<file path="src/rtl/board_pkg.sv">
// Shared board definitions: geometry, raw 3-bit cell codes and 2-bit decoded states.
package board_pkg;
  localparam int CELLS  = 64;
  localparam int CELL_W = 3;

  localparam logic [2:0] CELL_BLACK = 3'b111;
  localparam logic [2:0] CELL_WHITE = 3'b110;
  localparam logic [2:0] CELL_EMPTY = 3'b000;

  localparam logic [1:0] ST_EMPTY   = 2'b00;
  localparam logic [1:0] ST_WHITE   = 2'b01;
  localparam logic [1:0] ST_BLACK   = 2'b10;
  localparam logic [1:0] ST_ILLEGAL = 2'b11;
endpackage

</file>
<file path="src/rtl/cell_decode.sv">
// Combinational decode of one raw board cell code into its 2-bit state.
module cell_decode (
  input  logic [2:0] i_code,
  output logic [1:0] o_state
);
  import board_pkg::*;

  always_comb begin
    o_state = ST_ILLEGAL;
    case (i_code)
      CELL_EMPTY: o_state = ST_EMPTY;
      CELL_WHITE: o_state = ST_WHITE;
      CELL_BLACK: o_state = ST_BLACK;
      default:    o_state = ST_ILLEGAL;
    endcase
  end
endmodule

</file>
<file path="src/rtl/board_reader.sv">
// Scans a snapshot of the board one cell at a time over a valid/ack handshake,
// tallying black, white and empty cells for the scan.
module board_reader #(
  parameter int CELLS  = board_pkg::CELLS,
  parameter int CELL_W = board_pkg::CELL_W
) (
  input  logic                      clk,
  input  logic                      reset,
  input  logic                      start,
  input  logic [CELLS*CELL_W-1:0]   curr_board,
  output logic                      ready,
  output logic                      cell_valid,
  input  logic                      cell_ack,
  output logic [$clog2(CELLS)-1:0]  cell_index,
  output logic [2:0]                cell_x,
  output logic [2:0]                cell_y,
  output logic [1:0]                cell_state,
  output logic                      done,
  output logic [$clog2(CELLS):0]    black_count,
  output logic [$clog2(CELLS):0]    white_count,
  output logic [$clog2(CELLS):0]    empty_count
);
  import board_pkg::*;

  localparam int IDX_W = $clog2(CELLS);
  localparam int CNT_W = IDX_W + 1;

  typedef enum logic [1:0] {
    S_IDLE = 2'd0,
    S_SCAN = 2'd1,
    S_DONE = 2'd2
  } state_t;

  state_t                    r_state;
  state_t                    w_next;
  logic [CELLS*CELL_W-1:0]   r_board;
  logic [IDX_W-1:0]          r_index;
  logic [CNT_W-1:0]          r_black;
  logic [CNT_W-1:0]          r_white;
  logic [CNT_W-1:0]          r_empty;
  logic [CELL_W-1:0]         w_code;
  logic [1:0]                w_state;
  logic                      w_accept;
  logic                      w_fire;
  logic                      w_last;

  assign w_code = r_board[int'(r_index)*CELL_W +: CELL_W];
  assign w_last = (r_index == IDX_W'(CELLS - 1));

  cell_decode u_decode (
    .i_code  (w_code),
    .o_state (w_state)
  );

  always_ff @(posedge clk or posedge reset) begin
    if (reset) r_state <= S_IDLE;
    else       r_state <= w_next;
  end

  always_comb begin
    w_next   = r_state;
    w_accept = 1'b0;
    w_fire   = 1'b0;
    case (r_state)
      S_IDLE: begin
        if (start) begin
          w_next   = S_SCAN;
          w_accept = 1'b1;
        end
      end
      S_SCAN: begin
        if (cell_ack) begin
          w_fire = 1'b1;
          if (w_last) w_next = S_DONE;
        end
      end
      S_DONE:  w_next = S_IDLE;
      default: w_next = S_IDLE;
    endcase
  end

  // Index stops at the last cell and only rewinds on the way back to idle.
  always_ff @(posedge clk or posedge reset) begin
    if (reset) begin
      r_board <= '0;
      r_index <= '0;
      r_black <= '0;
      r_white <= '0;
      r_empty <= '0;
    end else if (w_accept) begin
      r_board <= curr_board;
      r_index <= '0;
      r_black <= '0;
      r_white <= '0;
      r_empty <= '0;
    end else if (w_fire) begin
      if (!w_last) r_index <= r_index + IDX_W'(1);
      case (w_state)
        ST_BLACK: r_black <= r_black + CNT_W'(1);
        ST_WHITE: r_white <= r_white + CNT_W'(1);
        ST_EMPTY: r_empty <= r_empty + CNT_W'(1);
        default:  ;
      endcase
    end else if (r_state == S_DONE) begin
      r_index <= '0;
    end
  end

  assign ready       = (r_state == S_IDLE);
  assign cell_valid  = (r_state == S_SCAN);
  assign done        = (r_state == S_DONE);
  assign cell_index  = r_index;
  assign cell_x      = r_index[2:0];
  assign cell_y      = r_index[5:3];
  assign cell_state  = w_state;
  assign black_count = r_black;
  assign white_count = r_white;
  assign empty_count = r_empty;
endmodule

</file>
<file path="config.mk">
export PLATFORM = sky130hd
export DESIGN_NAME = board_reader
export DESIGN_NICKNAME = d
export VERILOG_FILES = /design/src/rtl/board_pkg.sv /design/src/rtl/cell_decode.sv /design/src/rtl/board_reader.sv
export SDC_FILE = /design/constraint.sdc
export NUM_CORES = 1
export LEC_CHECK = 0
export CAP_MARGIN = 0
export CORE_MARGIN = 3
export CORE_UTILIZATION = 30
export DETAILED_ROUTE_END_ITERATION = 6
export MAX_ROUTING_LAYER = met4
export PLACE_DENSITY = 0.53
export SLEW_MARGIN = 40
export SYNTH_ARGS = -nofsm -noshare
export SYNTH_HDL_FRONTEND = slang
export SYNTH_SLANG_ARGS = --single-unit
</file>
<file path="constraint.sdc">
create_clock -name clk -period 11.7 [get_ports clk]
set_clock_uncertainty 0.05 [all_clocks]
set_input_delay 2.34 -clock clk [delete_from_list [all_inputs] [get_ports clk]]
set_output_delay 2.34 -clock clk [all_outputs]
set_load 0.02 [all_outputs]
</file>
==> flow_summary.yaml, run 1 <==
critical_path:
  cp.arrival_ns: 4.42
  r2r_setup_slack_ns: 8.00
  cp_cell_sequence: "buf_6, mux4_2, mux4_2, nand2b_1, a31o_1, a2bb2oi_1, buf_4, o21bai_1, clkdlybuf4s50_1"
  crit_path_max_incr_delay_ns: 0.65
  cp_common_cell: "mux4_2"
  cp_max_fo: 51
  critPathRequiredTime_ns: 9.31
  cp_top_family: "buffers and inverters"
  crit_buf_inv: 3
  endpoint_kind: "output port"
  crit_type: "flop to output port"
  critPathSlowestCell: "clkdlybuf4s50_1"
  cp-start-kind: "flop"
yosys:
  ys_types: 52
  yosysTopAreaCell: "dfrtp_1"
  syn_nets: 1345
  ys_seq_area_share_pct: 52.8
  yosys_register_bits: 221
  synthFlopType: "dfrtp_1"
  syn_area_um2: 10500
  synth_cells: 1145
  synth_top_cell_area_share_pct: 52.8
  syn_avg_cell_area_um2: 9.16
  synth.area.top_cells: "dfrtp_1 53%, nand2_1 22%, mux4_2 9.0%"
  synth_edf_count: 0
  yosysWarnings: 0
  async_flop_share_pct: 100
sta:
  fmax_ghz: 0.147
  slew_headroom_pct: 47.7
  final_hold_viol_count: 0
  slew_viol_final: 0
  period_minus_slack_ns: 6.81
  worst_pin_slew_ns: 0.785
  rsz0062_at_grt: "no"
  final.setup.tns_ns: 0
  min_period_over_period_pct: 58.2
  fin_hold_ws_ns: 0.420
  setup_violations: 0
clock_network:
  cts_buffer_depth: 3
  ctsResizeCount: 0
  cts_buffers: 25
  root_buffer: "clkbuf_16"
  path_clk_slew_ns: 0.06
  clock-sinks: 221
  hold_buffers: 0
  htreeDepth: 1
  worst_skew_pair.late_latency_ns: 0.53
  cts_tree: "built"
  postCtsSetupBuffers: 0
drt:
  routed_wl_um: 33500
  drt_iter0_markers: 647
  viasPerCell: 4.74
  wl_per_cell_um: 18.5
  drcViolationCount: 0
  antenna_left: 0
  wl_met2_um: 15000
  drt-pass1-iter-count: 4
  maxUsedRoutingLayer: "met4"
  num_vias: 8568
  wl_met1_um: 15800
  wl_met3_um: 2040
place:
  dpl.cell_count: 1761
  place_congestion: 0.814
  port_buffers: 233
  dpl.hpwl_um: 23800
  place_area_um2: 13100
cells_and_area:
  layoutNonFillerInstCount: 1807
  n_antenna_cell: 0
  nets: 1541
  nFillCells: 3359
  final_area_um2: 14000
  synthToLayoutAreaGrowth_pct: 33.4
  drive_above_1_share_pct: 8.61
floorplan:
  core_area_um2: 34000
  boundaryPins: 234
  fp.dieW_um: 193
  num_rows: 67
  start_util_pct: 30.9
  dieHeight_um: 193
  fp.dieArea_um2: 37200
min_path:
  hold_path_class: "flop to flop"
global_routing:
  grtUsageTotal_pct: 18.3
  antenna_found_initial: 0
  grt_max_degree: 203
  grt_overflow: 0
  grt_pass1_vias: 8676
  grt_pass1_wl_um: 51000
power:
  p_per_area_nw_per_um2: 208
  ir_worst_vdd_uv: 129
  power_uw: 2910
  power.leakage_uw: 0.00664
flow_run:
  maxCapViolations: 0
status:
  outcome: "completed"
==> area by class of cell <==
| class | instances | area, µm² | share of cell area, % |
|---|---|---|---|
| Sequential cell | 221 | 5540 | 39.6 |
| Multi-Input combinational cell | 841 | 4580 | 32.8 |
| Clock inverter | 9 | 73.8 | 0.528 |
| Timing Repair Buffer | 242 | 2450 | 17.5 |
| Tap cell | 448 | 561 | 4.01 |
| Inverter | 10 | 45.0 | 0.322 |
| Clock buffer | 36 | 737 | 5.27 |
==> tightest hold or removal path: stages (launching register included) <==
cell,delay (ns)
dfrtp_1,0.33
nand2_1,0.05
nand2_1,0.06
==> worst paths after layout <==
kind                               start             end  cells past startpoint
max in group asynchronous          reset    r_board[157]                      3
hold / removal              r_board[187]    r_board[187]                      2
setup reg to reg           cell_index[0]  empty_count[6]                      8
setup / recovery           cell_index[0]   cell_state[1]                      9
hold reg to reg             r_board[187]    r_board[187]                      2
min in group asynchronous          reset     r_board[39]                      2
==> layer usage <==
layer  up-vias  global-route usage, %
met2       247                   27.2
met4         0                   3.45
met5         -                      -
met3        40                   3.38
li1       4138                      -
met1      4143                   26.3
==> registers in the layout, summed over array words and instances, names as in the netlist <==
name,cells
r_board,192
black_count,7
empty_count,7
white_count,7
cell_index,6
r_state,2
==> through the flow <==
| stage | worst slack [ns] | util (%) |
|---|---|---|
| 2_1_floorplan | 3.26 | - |
| 3_3_place_gp | 5.21 | 38.7 |
| 3_5_place_dp | 5.13 | 38.7 |
| 4_1_cts | 4.55 | 41.1 |
| 5_1_grt | 4.64 | 41.2 |
| 6_report | 4.89 | 41.2 |
==> layout by cell type, fill, tap and decap left out, types with 5 or more instances in the layout <==
cell,netlist,layout
nor2_1,18,18
nor2b_1,9,9
inv_1,9,8
o21ai_0,7,7
clkbuf_16,0,25
clkbuf_8,0,7
and3_1,5,5
mux4_2,42,42
a21oi_1,12,12
nor3_1,5,5
dfrtp_1,221,217
clkdlybuf4s50_1,0,233
nand2b_1,5,5
clkinv_2,0,7
nand3_1,11,11
mux2i_1,23,23
buf_6,3,5
nand4_1,11,11
a22oi_1,5,5
nand2_1,619,618
or2_2,5,5
==> cell usage after synthesis (4+ instances only) <==
cell,number
inv_1,9
mux2i_1,23
mux4_2,42
nand3_1,11
nor2_1,18
and4_1,4
nand2_1,619
a21oi_1,12
clkbuf_1,46
and2_1,4
buf_1,6
o21ai_0,7
buf_4,11
dfrtp_1,221
nand4_1,11
and3_1,5
buf_2,7
or2_2,5
a22oi_1,5
a31o_2,4
ha_1,4
nor4_2,4
nand2b_1,5
nor3_1,5
mux2_2,4
nor2b_1,9
==> power breakdown <==
part           internal [µW]  total (µW)  leakage, µW  switching [µW]
Combinational            447         920      0.00346             473
Clock                    458         774     0.000409             316
Sequential              1000        1220      0.00278             213
Total                   1910        2910      0.00664            1000
==> cell families (layout without fill, tap and decap cells) <==
group,after synthesis,in the layout,synth area share [%]
flip-flops,221,221,52.8
XOR/XNOR,3,3,0.251
AND/OR/NAND/NOR,705,705,27.1
AO/OA/AOI/OAI,60,60,4.12
adder cells (fa/ha/maj),4,4,0.477
buffers and inverters,83,297,3.66
multiplexers,69,69,11.6
Power figures use the tool's default switching activity.
==> run 2, diff against run 1 <==
==> constraint.sdc (replaced) <==
create_clock -name clk -period 6.9 [get_ports clk]
set_clock_uncertainty 0.05 [all_clocks]
set_input_delay 1.38 -clock clk [delete_from_list [all_inputs] [get_ports clk]]
set_output_delay 1.38 -clock clk [all_outputs]
set_load 0.02 [all_outputs]
==> flow_summary.yaml, run 2 (same netlist as run 1, synthesis figures left out) <==
min_path:
  min_path_cells: 1
  hold_start: "white_count[6]"
  whs_endpoint: "white_count[6]"
  hold_path_class: "flop to flop"
clock_network:
  clock-sinks: 221
  hold_buffers: 0
  path_clk_slew_ns: 0.06
  cts_tree: "built"
  root_buffer: "clkbuf_16"
  cts_buffers: 25
  cts_buffer_depth: 3
  worst_skew_pair.late_latency_ns: 0.54
  postCtsSetupBuffers: 0
  ctsResizeCount: 0
  htreeDepth: 1
cells_and_area:
  fin_util_pct: 41.4
  nets: 1541
  synthToLayoutAreaGrowth_pct: 34.0
  drive_above_1_share_pct: 8.62
  n_antenna_cell: 0
  nFillCells: 3396
  multi_input_comb_area_um2: 4580
  largest_reg_flops: 192
  regArea_um2: 5540
  top_register: "r_board"
  final_common_cell: "nand2_1"
  layout_common_cells: "618 x nand2_1, 233 x clkdlybuf4s50_1, 217 x dfrtp_1"
sta:
  worst_pin_slew_ns: 0.762
  fmax_ghz: 0.176
  final_hold_viol_count: 0
  slew_headroom_pct: 49.2
  rsz0062_at_grt: "no"
  slew_viol_final: 0
  min_period_over_period_pct: 82.5
  setup_violations: 0
  period_minus_slack_ns: 5.69
  final.setup.tns_ns: 0
critical_path:
  critPathRequiredTime_ns: 5.47
  endpoint_kind: "output port"
  r2r-start: "cell_index[0]"
  rr_worst_depth: 8
  r2r_setup_slack_ns: 3.31
  cp-start-kind: "flop"
  crit_type: "flop to output port"
  cp_max_fo: 37
  cp.arrival_ns: 4.26
  r2r_end: "empty_count[6]"
global_routing:
  grt_max_degree: 203
  grt_pass1_vias: 8658
  antenna_found_initial: 0
  grtUsageTotal_pct: 18.0
  grt_overflow: 0
  grt_pass1_wl_um: 50300
drt:
  wl_per_cell_um: 18.1
  drt-pass1-iter-count: 5
  drt_iter0_markers: 580
  viasPerCell: 4.74
  antenna_left: 0
  routed_wl_um: 32700
  num_vias: 8562
  drcViolationCount: 0
floorplan:
  start_util_pct: 30.9
  core_area_um2: 34000
  boundaryPins: 234
  dieHeight_um: 193
  fp.dieArea_um2: 37200
  num_rows: 67
  fp.dieW_um: 193
power:
  p_per_area_nw_per_um2: 353
  power.leakage_uw: 0.00666
  ir_worst_vdd_uv: 190
status:
  outcome: "completed"
place:
  place_congestion: 0.804
  port_buffers: 233
  dpl.hpwl_um: 23400
flow_run:
  maxCapViolations: 0
run 2: critical path: stages, from the launching register on:
cell and delay, ns:
dfrtp_4 0.90, buf_4 0.48, mux4_2 0.54, nor2b_1 0.14, nor4_1 0.24, a211oi_1 0.14, a2bb2oi_1 0.19, buf_4 0.22
o21bai_1 0.23, clkdlybuf4s50_1 0.65
run 2: per-layer routing:
layer  global-route usage [%]  vias to the layer above  share of wire, %
met2                     27.4                      251                46
met3                     2.65                       43               5.6
met5                        -                        -                 0
li1                         -                     4133                 -
met1                     25.6                     4135                47
met4                     3.76                        0               2.0
run 2: how the worst max path moves through the flow:
stage / from / endpoint / slack (ns) / cells after the start
after global routing: cell_index[0] / cell_state[0] / 0.78 / 9
after CTS: cell_index[0] / cell_state[0] / 1.03 / 9
after detailed placement: cell_index[0] / cell_state[0] / 1.61 / 9
after global placement: cell_index[0] / cell_state[0] / 1.63 / 9
after floorplan: reset / black_count[0] / 2.59 / 1
final: cell_index[0] / cell_state[1] / 1.21 / 9
run 2: power breakdown:
group / internal, µW / total, µW / switching [µW]
combinational: 758 / 1510 / 750
clock: 816 / 1360 / 545
sequential: 1700 / 2090 / 391
total: 3270 / 4960 / 1690
run 2: area by class of cell:
type	count	area share, %
Tap cell	448	3.99
Timing Repair Buffer	242	17.7
Multi-Input combinational cell	841	32.6
Clock buffer	35	5.22
Sequential cell	221	39.4
Clock inverter	9	0.784
Inverter	10	0.294
run 2: per-stage QoR:
| step | hold slack [ns] | worst slack (ns) | std cells | total power, µW | cell area [µm²] |
|---|---|---|---|---|---|
| 6_report | 0.421 | 1.21 | 1806 | 4960 | 14000 |
| 5_1_grt | 0.435 | 0.781 | 1806 | 5290 | 14000 |
| 4_1_cts | 0.424 | 1.03 | 1805 | 5030 | 14000 |
| 3_5_place_dp | 0.408 | 1.61 | 1761 | 3640 | 13200 |
| 3_3_place_gp | 0.403 | 1.63 | 1760 | 3610 | 13100 |
| 2_1_floorplan | 0.388 | 2.59 | 1145 | 3030 | 10500 |
==> run 3, diff against run 2 <==
--- a/config.mk
+++ b/config.mk
@@ -10,7 +10,7 @@
 export CORE_UTILIZATION = 30
 export DETAILED_ROUTE_END_ITERATION = 6
 export MAX_ROUTING_LAYER = met4
-export PLACE_DENSITY = 0.53
+export PLACE_DENSITY = 0.55
 export SLEW_MARGIN = 40
 export SYNTH_ARGS = -nofsm -noshare
 export SYNTH_HDL_FRONTEND = slang
==> constraint.sdc (replaced) <==
create_clock -name clk -period 5 [get_ports clk]
set_clock_uncertainty 0.05 [all_clocks]
set_input_delay 1 -clock clk [delete_from_list [all_inputs] [get_ports clk]]
set_output_delay 1 -clock clk [all_outputs]
set_load 0.02 [all_outputs]
==> flow_summary.yaml, run 3 (same netlist as run 1, synthesis figures left out) <==
power:
  power.leakage_uw: 0.00672
  p_per_area_nw_per_um2: 490
  ir_worst_vdd_uv: 303
floorplan:
  dieHeight_um: 193
  core_area_um2: 34000
  num_rows: 67
  boundaryPins: 234
  fp.dieW_um: 193
  fp.dieArea_um2: 37200
  start_util_pct: 30.9
drt:
  routed_wl_um: 33600
  antenna_left: 0
  drt_iter0_markers: 547
  drt-pass1-iter-count: 6
  viasPerCell: 4.79
  wl_per_cell_um: 18.5
  num_vias: 8720
  drcViolationCount: 0
place:
  port_buffers: 233
  dpl.cell_count: 1765
  dpl.hpwl_um: 24500
  place_area_um2: 13200
  place_congestion: 0.847
sta:
  fin_hold_ws_ns: 0.421
  period_minus_slack_ns: 4.84
  slew_headroom_pct: 48.7
  min_period_over_period_pct: 96.7
  setup_violations: 0
  fmax_ghz: 0.207
  final.setup.tns_ns: 0
  final_hold_viol_count: 0
  slew_viol_final: 0
  worst_pin_slew_ns: 0.769
  rsz0062_at_grt: "no"
cells_and_area:
  nFillCells: 3425
  regArea_um2: 5540
  n_antenna_cell: 0
  layoutNonFillerInstCount: 1819
  drive_above_1_share_pct: 9.77
  final_area_um2: 14200
  top_register: "r_board"
  final_common_cell: "nand2_1"
  layout_common_cells: "617 x nand2_1, 233 x clkdlybuf4s50_1, 217 x dfrtp_1"
  largest_reg_flops: 192
  fin_util_pct: 41.8
  nets: 1552
  multi_input_comb_area_um2: 4600
  synthToLayoutAreaGrowth_pct: 35.3
critical_path:
  r2r_end: "empty_count[6]"
  cp_max_fo: 8
  rr_worst_depth: 8
  endpoint_kind: "output port"
  r2r_setup_slack_ns: 1.87
  r2r-start: "cell_index[0]"
  critPathRequiredTime_ns: 3.95
  cp.arrival_ns: 3.79
  crit_type: "flop to output port"
  cp-start-kind: "flop"
min_path:
  hold_start: "r_board[134]"
  hold_path_class: "flop to flop"
  min_path_cells: 2
  whs_endpoint: "r_board[134]"
flow_run:
  maxCapViolations: 0
global_routing:
  grt_pass1_wl_um: 50800
  grt_max_degree: 203
  grt_pass1_vias: 8563
  grt_overflow: 0
  antenna_found_initial: 0
  grtUsageTotal_pct: 18.3
clock_network:
  root_buffer: "clkbuf_16"
  path_clk_slew_ns: 0.06
  cts_tree: "built"
  clock-sinks: 221
  cts_buffers: 25
  htreeDepth: 1
  cts_buffer_depth: 3
  hold_buffers: 0
  worst_skew_pair.late_latency_ns: 0.53
status:
  outcome: "completed"
==> run 3: changes by cell type in the layout (fill, tap and decap cells not counted), moves of 2 or more <==
cell        change
clkinv_2        +2
buf_4           +8
buf_12          +4
clkinvlp_4      +2
==> run 3: area by class of cell <==
type                       instances  share of cell area, %
multi-input combinational        841                   32.4
inverter                          10                  0.318
clock buffer                      34                   5.14
timing repair buffer             253                   18.3
clock inverter                    12                  0.820
sequential                       221                   39.1
tap                              448                   3.95
==> run 3: per-stage QoR <==
stage,setup slack [ns],total power [µW]
final,0.163,6960
after global routing,0.00454,7380
after detailed placement,0.455,5070
after CTS,0.0284,6980
after floorplan,1.07,4190
after global placement,0.492,5020
==> run 3: how the worst max path moves through the flow <==
| stage | startpoint | to | slack, ns |
|---|---|---|---|
| floorplan | reset | black_count[0] | 1.07 |
| detailed placement | cell_index[0] | cell_state[0] | 0.45 |
| finish | cell_index[0] | cell_state[1] | 0.16 |
| CTS | cell_index[0] | cell_state[0] | 0.03 |
| global placement | cell_index[0] | cell_state[0] | 0.49 |
| global route | cell_index[0] | cell_state[0] | 0.005 |
==> run 3: routing by layer <==
layer  up-vias  global-route usage (%)  wire, µm
li1       4168                       -         -
met1      4212                    25.9     15300
met2       289                    28.6     15700
met3        51                    2.76      2120
met4         0                    2.87       563
met5         -                       -         0
==> run 3: power breakdown <==
part | total [µW] | switching [µW] | leakage (µW) | internal, µW
registers | 2840 | 491 | 0.00278 | 2350
clock network | 1880 | 757 | 0.000425 | 1120
logic | 2240 | 1140 | 0.00352 | 1100
total | 6960 | 2390 | 0.00672 | 4570
==> run 3: critical path, stage by stage, from the launching register on <==
cell and delay, ns:
dfrtp_4 0.50, buf_12 0.16, mux4_2 0.51, mux4_2 0.52, nand2b_1 0.17, a31o_1 0.25
or2_1 0.32, nor2_1 0.14, o21bai_1 0.11, clkdlybuf4s50_1 0.56
==> run 3: timing repair <==
item	4_1_cts	5_1_grt
gates resized for setup	0	5
endpoints found under the setup margin	2	2
setup buffers	1	6
